## src/rtl/mem_lsu_ctrl.sv

```systemverilog
// Load/store sequencer between the LSU and a combinational-read, negedge-commit data memory.
// Handles size/sign extension, sub-word read-modify-write, error checks and write settling.
module mem_lsu_ctrl #(
   parameter int unsigned MEM_SIZE = 1048576,
   parameter int unsigned WIDTH    = 32
) (
   input  logic             clk,
   input  logic             rst,
   input  logic             req_valid,
   output logic             req_ready,
   input  logic             req_we,
   input  logic [2:0]       req_funct3,
   input  logic [31:0]      req_addr,
   input  logic [WIDTH-1:0] req_wdata,
   output logic             resp_valid,
   input  logic             resp_ready,
   output logic [WIDTH-1:0] resp_rdata,
   output logic             resp_err,
   output logic [31:0]      mem_raddr,
   input  logic [WIDTH-1:0] mem_rdata,
   output logic             mem_wen,
   output logic [31:0]      mem_waddr,
   output logic [WIDTH-1:0] mem_wdata
);

   typedef enum logic [1:0] {
      IDLE      = 2'd0,
      WR_ISSUE  = 2'd1,
      WR_SETTLE = 2'd2,
      RESP      = 2'd3
   } state_t;

   localparam logic [2:0] F3_B  = 3'b000;
   localparam logic [2:0] F3_H  = 3'b001;
   localparam logic [2:0] F3_W  = 3'b010;
   localparam logic [2:0] F3_BU = 3'b100;
   localparam logic [2:0] F3_HU = 3'b101;

   state_t           state_q, state_d;
   logic [WIDTH-1:0] rdata_q, rdata_d;
   logic             err_q, err_d;
   logic             wen_q, wen_d;
   logic [31:0]      waddr_q, waddr_d;
   logic [WIDTH-1:0] wdata_q, wdata_d;

   logic [31:0]      req_addr_al;
   logic             req_err;

   // Shift the addressed lane(s) down and extend to a full word.
   function automatic logic [WIDTH-1:0] load_extend(input logic [WIDTH-1:0] word,
                                                    input logic [1:0]       off,
                                                    input logic [2:0]       f3);
      logic [WIDTH-1:0] sh;
      sh = word >> {off, 3'b000};
      case (f3)
         F3_B:    load_extend = {{24{sh[7]}}, sh[7:0]};
         F3_H:    load_extend = {{16{sh[15]}}, sh[15:0]};
         F3_BU:   load_extend = {24'd0, sh[7:0]};
         F3_HU:   load_extend = {16'd0, sh[15:0]};
         default: load_extend = word;
      endcase
   endfunction

   // Replace only the stored lane(s) of the word read at accept time.
   function automatic logic [WIDTH-1:0] store_merge(input logic [WIDTH-1:0] old_word,
                                                    input logic [WIDTH-1:0] wdata,
                                                    input logic [1:0]       off,
                                                    input logic [2:0]       f3);
      logic [WIDTH-1:0] mask;
      logic [WIDTH-1:0] ins;
      case (f3)
         F3_B: begin
            mask = 32'h0000_00FF << {off, 3'b000};
            ins  = {24'd0, wdata[7:0]} << {off, 3'b000};
         end
         F3_H: begin
            mask = 32'h0000_FFFF << {off, 3'b000};
            ins  = {16'd0, wdata[15:0]} << {off, 3'b000};
         end
         default: begin
            mask = '1;
            ins  = wdata;
         end
      endcase
      store_merge = (old_word & ~mask) | (ins & mask);
   endfunction

   function automatic logic req_error(input logic        we,
                                      input logic [2:0]  f3,
                                      input logic [31:0] addr);
      logic legal_f3;
      logic misal;
      logic oor;
      if (we) legal_f3 = (f3 == F3_B) || (f3 == F3_H) || (f3 == F3_W);
      else    legal_f3 = (f3 == F3_B) || (f3 == F3_H) || (f3 == F3_W) ||
                         (f3 == F3_BU) || (f3 == F3_HU);
      misal = (((f3 == F3_H) || (f3 == F3_HU)) && addr[0]) ||
              ((f3 == F3_W) && (addr[1:0] != 2'b00));
      // 33-bit sum so addresses near 2^32 cannot wrap into range.
      oor = ({1'b0, addr[31:2], 2'b00} + 33'd3) >= 33'(MEM_SIZE);
      req_error = !legal_f3 || misal || oor;
   endfunction

   assign req_addr_al = {req_addr[31:2], 2'b00};
   assign req_err     = req_error(req_we, req_funct3, req_addr);

   assign mem_raddr  = req_addr_al;
   assign req_ready  = (state_q == IDLE);
   assign resp_valid = (state_q == RESP);
   assign resp_rdata = rdata_q;
   assign resp_err   = err_q;
   assign mem_wen    = wen_q;
   assign mem_waddr  = waddr_q;
   assign mem_wdata  = wdata_q;

   always_comb begin
      state_d = state_q;
      rdata_d = rdata_q;
      err_d   = err_q;
      wen_d   = 1'b0;
      waddr_d = waddr_q;
      wdata_d = wdata_q;
      case (state_q)
         IDLE: begin
            if (req_valid) begin
               if (req_err) begin
                  err_d   = 1'b1;
                  rdata_d = '0;
                  state_d = RESP;
               end else if (req_we) begin
                  // Write word is built now from the read port, so WR_ISSUE only drives it.
                  err_d   = 1'b0;
                  rdata_d = '0;
                  wen_d   = 1'b1;
                  waddr_d = req_addr_al;
                  wdata_d = store_merge(mem_rdata, req_wdata, req_addr[1:0], req_funct3);
                  state_d = WR_ISSUE;
               end else begin
                  err_d   = 1'b0;
                  rdata_d = load_extend(mem_rdata, req_addr[1:0], req_funct3);
                  state_d = RESP;
               end
            end
         end
         WR_ISSUE:  state_d = WR_SETTLE;
         WR_SETTLE: state_d = RESP;
         RESP: begin
            if (resp_ready) state_d = IDLE;
         end
         default:   state_d = IDLE;
      endcase
   end

   always_ff @(posedge clk) begin
      if (rst) begin
         state_q <= IDLE;
         rdata_q <= '0;
         err_q   <= 1'b0;
         wen_q   <= 1'b0;
         waddr_q <= '0;
         wdata_q <= '0;
      end else begin
         state_q <= state_d;
         rdata_q <= rdata_d;
         err_q   <= err_d;
         wen_q   <= wen_d;
         waddr_q <= waddr_d;
         wdata_q <= wdata_d;
      end
   end

endmodule

```

## config.mk

```make
export PLATFORM = sky130hd
export DESIGN_NAME = mem_lsu_ctrl
export DESIGN_NICKNAME = d
export VERILOG_FILES = /design/src/rtl/mem_lsu_ctrl.sv
export SDC_FILE = /design/constraint.sdc
export NUM_CORES = 1
export LEC_CHECK = 0
export ABC_AREA = 0
export CORE_MARGIN = 2
export CORE_UTILIZATION = 45
export CTS_CLUSTER_DIAMETER = 50
export DETAILED_ROUTE_END_ITERATION = 8
export GPL_TIMING_DRIVEN = 0
export HOLD_SLACK_MARGIN = 0.06
export PLACE_DENSITY = 0.87
export REMOVE_ABC_BUFFERS = 1
export SLEW_MARGIN = 40
export SYNTH_ARGS = -nofsm -noshare
export SYNTH_HDL_FRONTEND = slang
export SYNTH_SLANG_ARGS = --single-unit
export TNS_END_PERCENT = 100
```

## constraint.sdc

```tcl
create_clock -name clk -period 3.4 [get_ports clk]
set_clock_uncertainty 0.05 [all_clocks]
set_input_delay 0.34 -clock clk [delete_from_list [all_inputs] [get_ports clk]]
set_output_delay 0.34 -clock clk [all_outputs]
set_load 0.005 [all_outputs]
```

* Word-level counts from Yosys, hierarchy flattened
Cells that the tools add are included.
** Word-level totals
- Bits in registers :: 98
- Bits of input ports :: 104
- Output and inout port bits :: 132
- Word-level logic and storage cells :: 68
** Operators by class
- Add/subtract/negate cells :: 1
- Magnitude comparators :: 1
- Equality and inequality tests :: 9
- Shift operators :: 5
- Multiplexer cells :: 21
- Bitwise operators :: 7
- Reductions and logical operators :: 18
** Operators with widths (number)
- $mux W32 :: 10
- $pmux W32 S2 :: 2
- $pmux W32 S4 :: 1
- $and A32 B32 Y32 :: 2
- $add A32 B2 Y33 const B :: 1
- $ge A33 B21 Y1 const B :: 1
- $not A32 Y32 :: 1
- $or A32 B32 Y32 :: 1
- $shl A16 B5 Y32 :: 1
- $shl A16 B5 Y32 const A :: 1
- $shl A8 B5 Y32 :: 1
- $shl A8 B5 Y32 const A :: 1
- $shr A32 B5 Y16 :: 1
- $logic_or A1 B1 Y1 :: 8
- $mux W2 :: 4
- $pmux W2 S4 :: 1
- $eq A3 B3 Y1 const B :: 2
- $eq A2 B2 Y1 const B :: 2
- $reduce_and A2 Y1 :: 2
- $reduce_and A4 Y1 :: 1
- $reduce_or A4 Y1 :: 1
- $eq A3 B1 Y1 const B :: 1
- $eq A3 B2 Y1 const B :: 1
- $logic_not A3 Y1 :: 1
- 9 further kinds :: 14

* Longest topological paths before layout
Gate-level depths: netlist (run 1).
- Depth after elaboration :: 15
- Depth in mapped cells :: 8
- Mapped depth without buffers :: 6

* Worst setup path before layout (run 1)
No wires, ideal clock.
- Path kind :: input port to flip-flop
- Start point :: in req_addr[1]
- End point :: reg rdata_q[18], in the netlist resp_rdata[18]
- Setup time :: 0.130 ns
- Data arrival time :: 1.983 ns
- Data required time :: 3.220 ns
- Setup slack :: 1.236 ns
- Cell stages on the path :: 6
- Buffers on the path :: 2
- Cell sequence :: clkbuf_1 > mux2i_1 > o22ai_1 > a211oi_1 > clkbuf_1 > o31ai_1
** On the way
- Cells in the longest elaborated chain, start to end :: 6
- Elaborated cells between the ends (all ways) :: 9
- Those cells by class :: shift: 1; mux: 3; reduce/logical: 5
** Ends and longest elaborated chain
- start: declaration :: RTL line 13 : input logic [31:0] req_addr,
- parallel branches: the longest is 5 deep, another holds $shr A32 B5 Y16
- $mux W32 * :: RTL line 126 : if (req_err) begin
- end signal: assignment :: RTL line 164 : rdata_q <= rdata_d;
- end: declaration :: RTL line 40 : logic [WIDTH-1:0] rdata_q, rdata_d;
Mark *: on every way between the ends.
A chain may end at the register's enable or synchronous reset.

* Worst setup path in the final report (run 1)
- Start point :: in req_addr[31]
- End point :: reg wdata_q[14], in the netlist mem_wdata[14]
** On the way
- Cells in the longest elaborated chain, start to end :: 5
** Ends and longest elaborated chain
- $add A32 B2 Y33 :: RTL line 100 : oor = ({1'b0, addr[31:2], 2'b00} + 33'd3) >= 33'(MEM_SIZE);
- $ge A33 B21 Y1 :: RTL line 100
- $logic_or A1 B1 Y1 :: RTL line 101 : req_error = !legal_f3 || misal || oor;
- $not A1 Y1 (no line)
- $reduce_and A4 Y1 (no line)
- end signal: assignment :: RTL line 168 : wdata_q <= wdata_d;
- end: declaration :: RTL line 44 : logic [WIDTH-1:0] wdata_q, wdata_d;
No other way between the ends.

==> results.toml, run 1 <==
[job]
cap_viol_max_count = 0

[yosys]
syn_inst = 629
ys_types = 51
synthArstFlopShare_pct = 0
yosysWarningCount = 0
ys_ff_latch = 98
netlist_area_um2 = 5050
synth-main-ff-cell = "dfxtp_1"
syn_area_per_cell_um2 = 8.04
ys_seq_area_share_pct = 38.8
synth-edff-count = 0

[clock_network]
cts_tree = "yes"
cts_made_buffers = 9
cts_root_buf = "clkbuf_8"
cts_buffer_depth = 2
post_cts_buffers = 0
clkSinkCount = 98
htreeDepth = 3
insertion_delay_ns = 0.36
path_clk_slew_ns = 0.09

[routing]
drtIter0Drc = 326
antenna_left = 0
vias_per_cell = 5.91
via_count = 5492
wl_mm = 18.2
first_pass_iters = 5
post-route-drc-count = 0
avgRoutedWirePerCell_um = 19.5

[hold_path]
hp-start = "resp_rdata[18]$_SDFFE_PP0P_"
hp-class = "reg -> reg"

[grt]
antenna_found_initial = 0
grt_max_degree = 38
grt_first_pass_wirelength_mm = 27.3
grt.total_usage_pct = 29.5
overflow = 0
grt_pass1_vias = 5316

[final_layout]
diodes = 0
final_util_pct = 67.8
areaGrowthSynthToFinish_pct = 46.0
fill_cells = 889
drive_gt1_share_pct = 5.44
stdcell_count = 930
fin_nets = 892

[outcome]
outcome = "finished clean"

[setup_path]
critPathLaunch = "req_addr[31]"
crit_fanout = 37
crit_type = "in -> reg"
arrival_ns = 3.28
cpPeakStageDelay_ns = 1.05
regToRegStartpoint = "state_q[0]$_SDFFE_PP0P_"
worstPathCellList = "clkdlybuf4s50_1 -> or4_1 -> or4_2 -> nor2_4 -> o32ai_1"
end_kind = "flop"
cp-start-kind = "primary input"
cp_slowest_cell = "or4_2"
cp_data_required_time_ns = 3.57

[floorplan]
num_rows = 38
start_util_pct = 46.4
die_y_um = 110
io_pins = 236
coreArea_um2 = 10900
die_w_um = 110
die_area_um2 = 12100

[sta]
fmax_mhz = 321
slew_violations = 0
grt_setup_unrepaired = "false"
hold_ws_ns = 0.408
relSlewSlack_pct = 50.3
setup_viol = 0
fin_crit_sh_pct = 91.5
min_period_ns = 3.11
worst_pin_slew_ns = 0.746
final.setup.tns_ns = 0
hold_viol_final = 0

[pwr]
power_density_nw_per_um2 = 349
p_leak_nw = 2.58
ir_worst_vdd_mv = 0.206
power_mw = 2.57

[place]
routabilityCongestion = 0.935
port-buffer-count = 231
dp.cells = 914
dpl.hpwl_mm = 13.6
cell families (layout without fill, tap and decap cells):
family / count (synthesis) / in the layout / share of synthesized area, %
AOI/OAI and AO/OA: 220 / 220 / 30.2
xor gates and xnor gates: 1 / 1 / 0.173
buffers and inverters: 110 / 268 / 10.9
DFF: 98 / 98 / 38.8
adders and majority gates: 3 / 3 / 0.743
muxes: 9 / 9 / 1.78
and+or+nand+nor: 187 / 187 / 17.3
other: 1 / 4 / 0.0742
repair_timing:
action                     in CTS  in global routing
hold buffers                    0                  0
gates resized for setup         2                  0
setup endpoints to repair      23                  0
synthesized netlist by cell type, types with 3 or more instances:
master	count	area share, %
and2_1	3	0.37
buf_4	34	5.0
nand3_1	31	3.1
buf_1	8	0.59
o21ai_1	27	2.7
a211o_1	9	1.6
ha_1	3	0.74
inv_1	14	1.0
o21ai_0	20	2.0
o32ai_1	8	1.4
o32a_1	8	1.6
o2111ai_1	8	1.4
a21oi_1	39	3.9
o2bb2ai_1	19	3.3
buf_2	3	0.30
nor2b_1	3	0.37
nor4_1	4	0.49
a22oi_1	8	1.2
o221ai_1	15	2.6
mux2i_1	9	1.8
o22ai_1	23	2.8
o31ai_1	24	3.6
dfxtp_1	98	39
or4_1	3	0.45
clkbuf_1	48	3.6
nand3b_1	4	0.59
nand2_1	71	5.3
nor2_1	41	3.0
and3_1	13	1.6
nand2b_1	3	0.37
final timing paths:
path | endpoint | slack, ns | cells after the start
worst max register to register | mem_wdata[14]$_SDFFE_PP0P_ | 0.63 | 6
worst min register to register | resp_rdata[18]$_SDFFE_PP0P_ | 0.41 | 2
worst min-delay path | resp_rdata[18]$_SDFFE_PP0P_ | 0.41 | 2
worst max-delay path | mem_wdata[14]$_SDFFE_PP0P_ | 0.29 | 5
layer usage:
metal  track usage (%)  wire length [um]
met1              35.1              6950
met2              49.3              8840
met3              8.76              1730
met4              12.4               633
met5                 0                 0
power by group:
| group | total (mW) | internal (mW) | switching [mW] | leakage, nW |
|---|---|---|---|---|
| combinational | 0.586 | 0.273 | 0.313 | 1.68 |
| clock | 0.815 | 0.403 | 0.412 | 0.106 |
| sequential | 1.17 | 1.16 | 0.0104 | 0.790 |
cells in the final DEF, fill, tap and decap left out, types with 13 or more instances in the layout:
| master | n |
|---|---|
| o21ai_1 | 27 |
| o22ai_1 | 23 |
| clkdlybuf4s50_1 | 228 |
| and3_1 | 13 |
| dfxtp_1 | 98 |
| nand2_1 | 70 |
| o221ai_1 | 15 |
| o2bb2ai_1 | 19 |
| o21ai_0 | 20 |
| nand3_1 | 29 |
| a21oi_1 | 39 |
| nor2_1 | 39 |
| o31ai_1 | 24 |
| inv_1 | 14 |
registers in the layout (all words and copies together) (netlist names):
| signal | flops |
|---|---|
| mem_waddr | 30 |
| mem_wdata | 32 |
| resp_err | 1 |
| mem_wen | 1 |
| state_q | 2 |
| resp_rdata | 32 |
worst max-delay path: cells and delay by family:
kind	cells	cell delay [ns]
and+or+nand+nor	3	2.32
buffers and inverters	1	0.45
AOI/OAI and AO/OA	1	0.16
through the flow:
| step | setup WS (ns) | area, um^2 |
|---|---|---|
| 2_1_floorplan | -0.478 | 4570 |
| 3_3_place_gp | -2.42 | 7060 |
| 3_5_place_dp | -0.650 | 7150 |
| 4_1_cts | 0.0164 | 7380 |
| 5_1_grt | 0.174 | 7380 |
| 6_report | 0.288 | 7380 |
area by class of cell:
type,instances,area (um^2),area share [%]
Clock buffer,13,169,2.29
Clock inverter,3,46.3,0.627
Multi-Input combinational cell,424,2610,35.4
Tap cell,140,175,2.37
Timing Repair Buffer,236,2350,31.9
Inverter,16,61.3,0.831
Sequential cell,98,1960,26.6
Note: power is estimated with default switching activity, not from simulation.
==> run 2: changes to the inputs <==
CORE_MARGIN = 4   (was 2)
GPL_TIMING_DRIVEN = not set   (was 0)
==> run 2 against run 1 <==
Compared with the run above:
- non-clock buffer count is 15 higher
- sequential cell count stayed put
- combinational power is 2% higher
- clock power increased by 23%
- first-iteration DRC count rose by 35%
- maximum frequency rose by 16%
- final area is 1.7% higher
==> results.toml, run 2 (synthesis results as in run 1) <==
[outcome]
outcome = "finished clean"

[setup_path]
cp_data_required_time_ns = 3.56
end_kind = "flop"
cp-start-kind = "primary input"
crit_fanout = 22
r2r_cells = 7
critPathLaunch = "req_addr[27]"
crit_type = "in -> reg"
reg2reg_slack_ns = 0.96
regToRegStartpoint = "state_q[0]$_SDFFE_PP0P_"
arrival_ns = 2.85
r2r-end = "mem_wdata[13]$_SDFFE_PP0P_"
cp-endpoint = "mem_wdata[13]$_SDFFE_PP0P_"

[routing]
post-route-drc-count = 0
via_count = 5650
avgRoutedWirePerCell_um = 20.2
first_pass_iters = 5
drtIter0Drc = 441
antenna_left = 0
vias_per_cell = 5.99
wl_mm = 19.1

[floorplan]
die_area_um2 = 13000
die_w_um = 114
start_util_pct = 46.2
die_y_um = 114
coreArea_um2 = 10900
num_rows = 38
io_pins = 236

[sta]
min_period_ns = 2.69
relSlewSlack_pct = 48.0
setup_viol = 0
final.setup.tns_ns = 0
hold_viol_final = 0
worst_pin_slew_ns = 0.780
grt_setup_unrepaired = "false"
slew_violations = 0
fin_crit_sh_pct = 79.1
fmax_mhz = 372

[clock_network]
hold_buffers = 0
clkSinkCount = 98
cts_root_buf = "clkbuf_16"
insertion_delay_ns = 0.34
cts_buffer_depth = 2
cts_made_buffers = 9
post_cts_buffers = 0
cts_tree = "yes"
path_clk_slew_ns = 0.06
htreeDepth = 3
cts.repair.resized = 0

[final_layout]
mostFrequentLayoutCell = "clkdlybuf4s50_1"
areaGrowthSynthToFinish_pct = 48.5
post-route-cell-area_um2 = 7510
final_util_pct = 68.7
drive_gt1_share_pct = 5.48
fin_nets = 907
diodes = 0
final_cell_mix = "231 x clkdlybuf4s50_1, 98 x dfxtp_1, 71 x nand2_1"

[grt]
grt_max_degree = 37
overflow = 0
grt_first_pass_wirelength_mm = 29.2
grt.total_usage_pct = 28.3
antenna_found_initial = 0
grt_pass1_vias = 5569

[hold_path]
hp-class = "reg -> reg"
hp-start = "resp_rdata[20]$_SDFFE_PP0P_"

[pwr]
p_leak_nw = 2.66
ir_worst_vdd_mv = 0.327
power_density_nw_per_um2 = 370

[place]
place_area_um2 = 7220
port-buffer-count = 231
dpl.hpwl_mm = 14.7
routabilityCongestion = 0.925

[job]
cap_viol_max_count = 0
==> run 2: power by group <==
part / leakage [nW] / internal, mW / switching, mW
sequential: 0.790 / 1.16 / 0.0120
combinational: 1.73 / 0.277 / 0.319
clock: 0.139 / 0.584 / 0.420
==> run 2: worst min-delay path by stage <==
stage                                  end  slack (ns)  cells past startpoint
6_report       resp_rdata[20]$_SDFFE_PP0P_        0.40                      2
5_1_grt        resp_rdata[30]$_SDFFE_PP0P_        0.43                      2
4_1_cts        resp_rdata[28]$_SDFFE_PP0P_        0.41                      2
3_5_place_dp   resp_rdata[28]$_SDFFE_PP0P_        0.39                      2
3_3_place_gp   resp_rdata[17]$_SDFFE_PP0P_        0.38                      2
2_1_floorplan   mem_waddr[10]$_SDFFE_PP0P_        0.36                      1
==> run 2: metal layers <==
metal	vias up	share of wire, %	routed length (um)	track usage, %
met5	-	0	0	0
met4	0	3.3	622	12.8
met3	43	9.0	1720	7.53
met2	322	50	9490	48.4
met1	2658	38	7230	33.0
li1	2627	-	-	-
==> run 2: critical path, stage by stage <==
cell and delay, ns:
clkdlybuf4s50_1 0.43, or4_4 0.58, or4_1 0.90, nor2_2 0.19, buf_4 0.27, o32ai_1 0.13
==> run 2: metrics by stage <==
step	total power [mW]	instances	hold WS (ns)	setup slack, ns
6_report	2.78	943	0.403	0.711
5_1_grt	2.88	943	0.426	0.609
4_1_cts	2.78	943	0.405	0.721
3_5_place_dp	1.78	929	0.392	0.357
3_3_place_gp	1.76	929	0.384	0.437
2_1_floorplan	1.43	538	0.359	-0.478
==> run 2: area by class of cell <==
class,count,area [um^2]
Clock inverter,2,38.8
Multi-Input combinational cell,424,2560
Timing Repair Buffer,251,2460
Tap cell,140,175
Inverter,16,60.1
Clock buffer,12,246
Sequential cell,98,1960
Fill cell,894,3430
==> run 3: changes to the inputs <==
CORE_UTILIZATION = 42   (was 45)
PLACE_DENSITY = 0.82   (was 0.87)
clock period = 2.5 ns   (was 3.4 ns; I/O delays follow)
==> run 3 against run 2 <==
Compared with the run above:
- die area up 6.6%
- largest power group unchanged
- core utilization down 1.7 points
- critical path depth unchanged
- sequential share of layout area down 0.92 points
- via count up 0.78%
==> results.toml, run 3 (synthesis results as in run 1) <==
[sta]
grt_setup_unrepaired = "false"
fin_crit_sh_pct = 90.2
fmax_mhz = 444
hold_ws_ns = 0.402
fin_ws_ns = 0.245
relSlewSlack_pct = 60.9
min_period_ns = 2.25
worst_pin_slew_ns = 0.585
slew_violations = 0
setup_viol = 0
hold_viol_final = 0

[place]
routabilityCongestion = 0.857
dpl.hpwl_mm = 15.1
place_area_um2 = 7480
post-place-ws_ns = -0.0991
port-buffer-count = 231

[grt]
grt_first_pass_wirelength_mm = 30.8
grt.total_usage_pct = 27.4
grt_pass1_vias = 5719
grt_max_degree = 37
overflow = 0
antenna_found_initial = 0

[final_layout]
post-route-cell-area_um2 = 7780
drive_gt1_share_pct = 8.32
areaGrowthSynthToFinish_pct = 53.9
diodes = 0
fin_nets = 931
final_cell_mix = "231 x clkdlybuf4s50_1, 98 x dfxtp_1, 71 x nand2_1"
mostFrequentLayoutCell = "clkdlybuf4s50_1"
final_util_pct = 67.0

[setup_path]
crit_fanout = 18
arrival_ns = 2.47
cp_data_required_time_ns = 2.72
cp-start-kind = "primary input"
end_kind = "flop"
crit_type = "in -> reg"

[clock_network]
cts_buffer_depth = 2
cts_made_buffers = 9
htreeDepth = 3
clkSinkCount = 98
cts.repair.resized = 0
post_cts_buffers = 0
cts_root_buf = "clkbuf_16"
insertion_delay_ns = 0.34
path_clk_slew_ns = 0.06
cts_tree = "yes"
hold_buffers = 0

[routing]
antenna_left = 0
post-route-drc-count = 0
first_pass_iters = 5
via_count = 5694
vias_per_cell = 5.86
drtIter0Drc = 572
avgRoutedWirePerCell_um = 20.2
wl_mm = 19.6

[floorplan]
start_util_pct = 43.5
coreArea_um2 = 11600
die_y_um = 118
num_rows = 39
die_w_um = 118
die_area_um2 = 13900
io_pins = 236

[outcome]
outcome = "finished clean"

[pwr]
ir_worst_vdd_mv = 0.345
power_mw = 3.84
p_leak_nw = 2.81
power_density_nw_per_um2 = 493

[hold_path]
hp-class = "reg -> reg"

[job]
cap_viol_max_count = 0
## run 3: changes by cell type in the layout (fill, tap and decap cells not counted)
| cell | delta |
|---|---|
| buf_4 | +18 |
| buf_12 | +6 |
| clkbuf_1 | +1 |
| clkbuf_8 | +1 |
| clkinv_2 | +1 |
| clkinv_4 | -1 |
## run 3: path summary, 6_finish.rpt
check	slack, ns	cells past startpoint	end	from
worst max-delay path	0.25	6	mem_wdata[4]$_SDFFE_PP0P_	req_addr[27]
worst min-delay path	0.40	2	resp_rdata[19]$_SDFFE_PP0P_	resp_rdata[19]$_SDFFE_PP0P_
worst max register to register	0.39	7	mem_wdata[4]$_SDFFE_PP0P_	state_q[0]$_SDFFE_PP0P_
worst min register to register	0.40	2	resp_rdata[19]$_SDFFE_PP0P_	resp_rdata[19]$_SDFFE_PP0P_
## run 3: critical path, stage by stage
cell and delay [ns]:
clkdlybuf4s50_1 0.43, or4_4 0.54, or4_1 0.65, buf_12 0.21
a211o_1 0.22, a21oi_1 0.16
## run 3: area by class of cell
| type | count | area (um^2) |
|---|---|---|
| clock buffer | 14 | 264 |
| timing repair buffer | 275 | 2720 |
| clock inverter | 2 | 35.0 |
| inverter | 16 | 60.1 |
| tap | 143 | 179 |
| fill | 945 | 3830 |
| sequential | 98 | 1960 |
| multi-input combinational | 424 | 2560 |
## run 3: per-layer routing
metal	track usage, %	vias to the layer above	wire (um)
li1	-	2672	-
met1	32.3	2675	7670
met2	46.9	299	9600
met3	7.83	48	1700
met4	11.1	0	663
met5	0	-	0
## run 3: report_power, final
part | total (mW) | switching, mW | internal, mW
clock | 1.40 | 0.574 | 0.830
sequential | 1.59 | 0.0135 | 1.58
combinational | 0.838 | 0.435 | 0.403
total | 3.84 | 1.02 | 2.81
## run 3: metrics by stage
step / cells / TNS, ns
4_1_cts: 972 / 0
5_1_grt: 972 / 0
6_report: 972 / 0
3_3_place_gp: 956 / -0.220
3_5_place_dp: 956 / -1.07
2_1_floorplan: 538 / -34.47
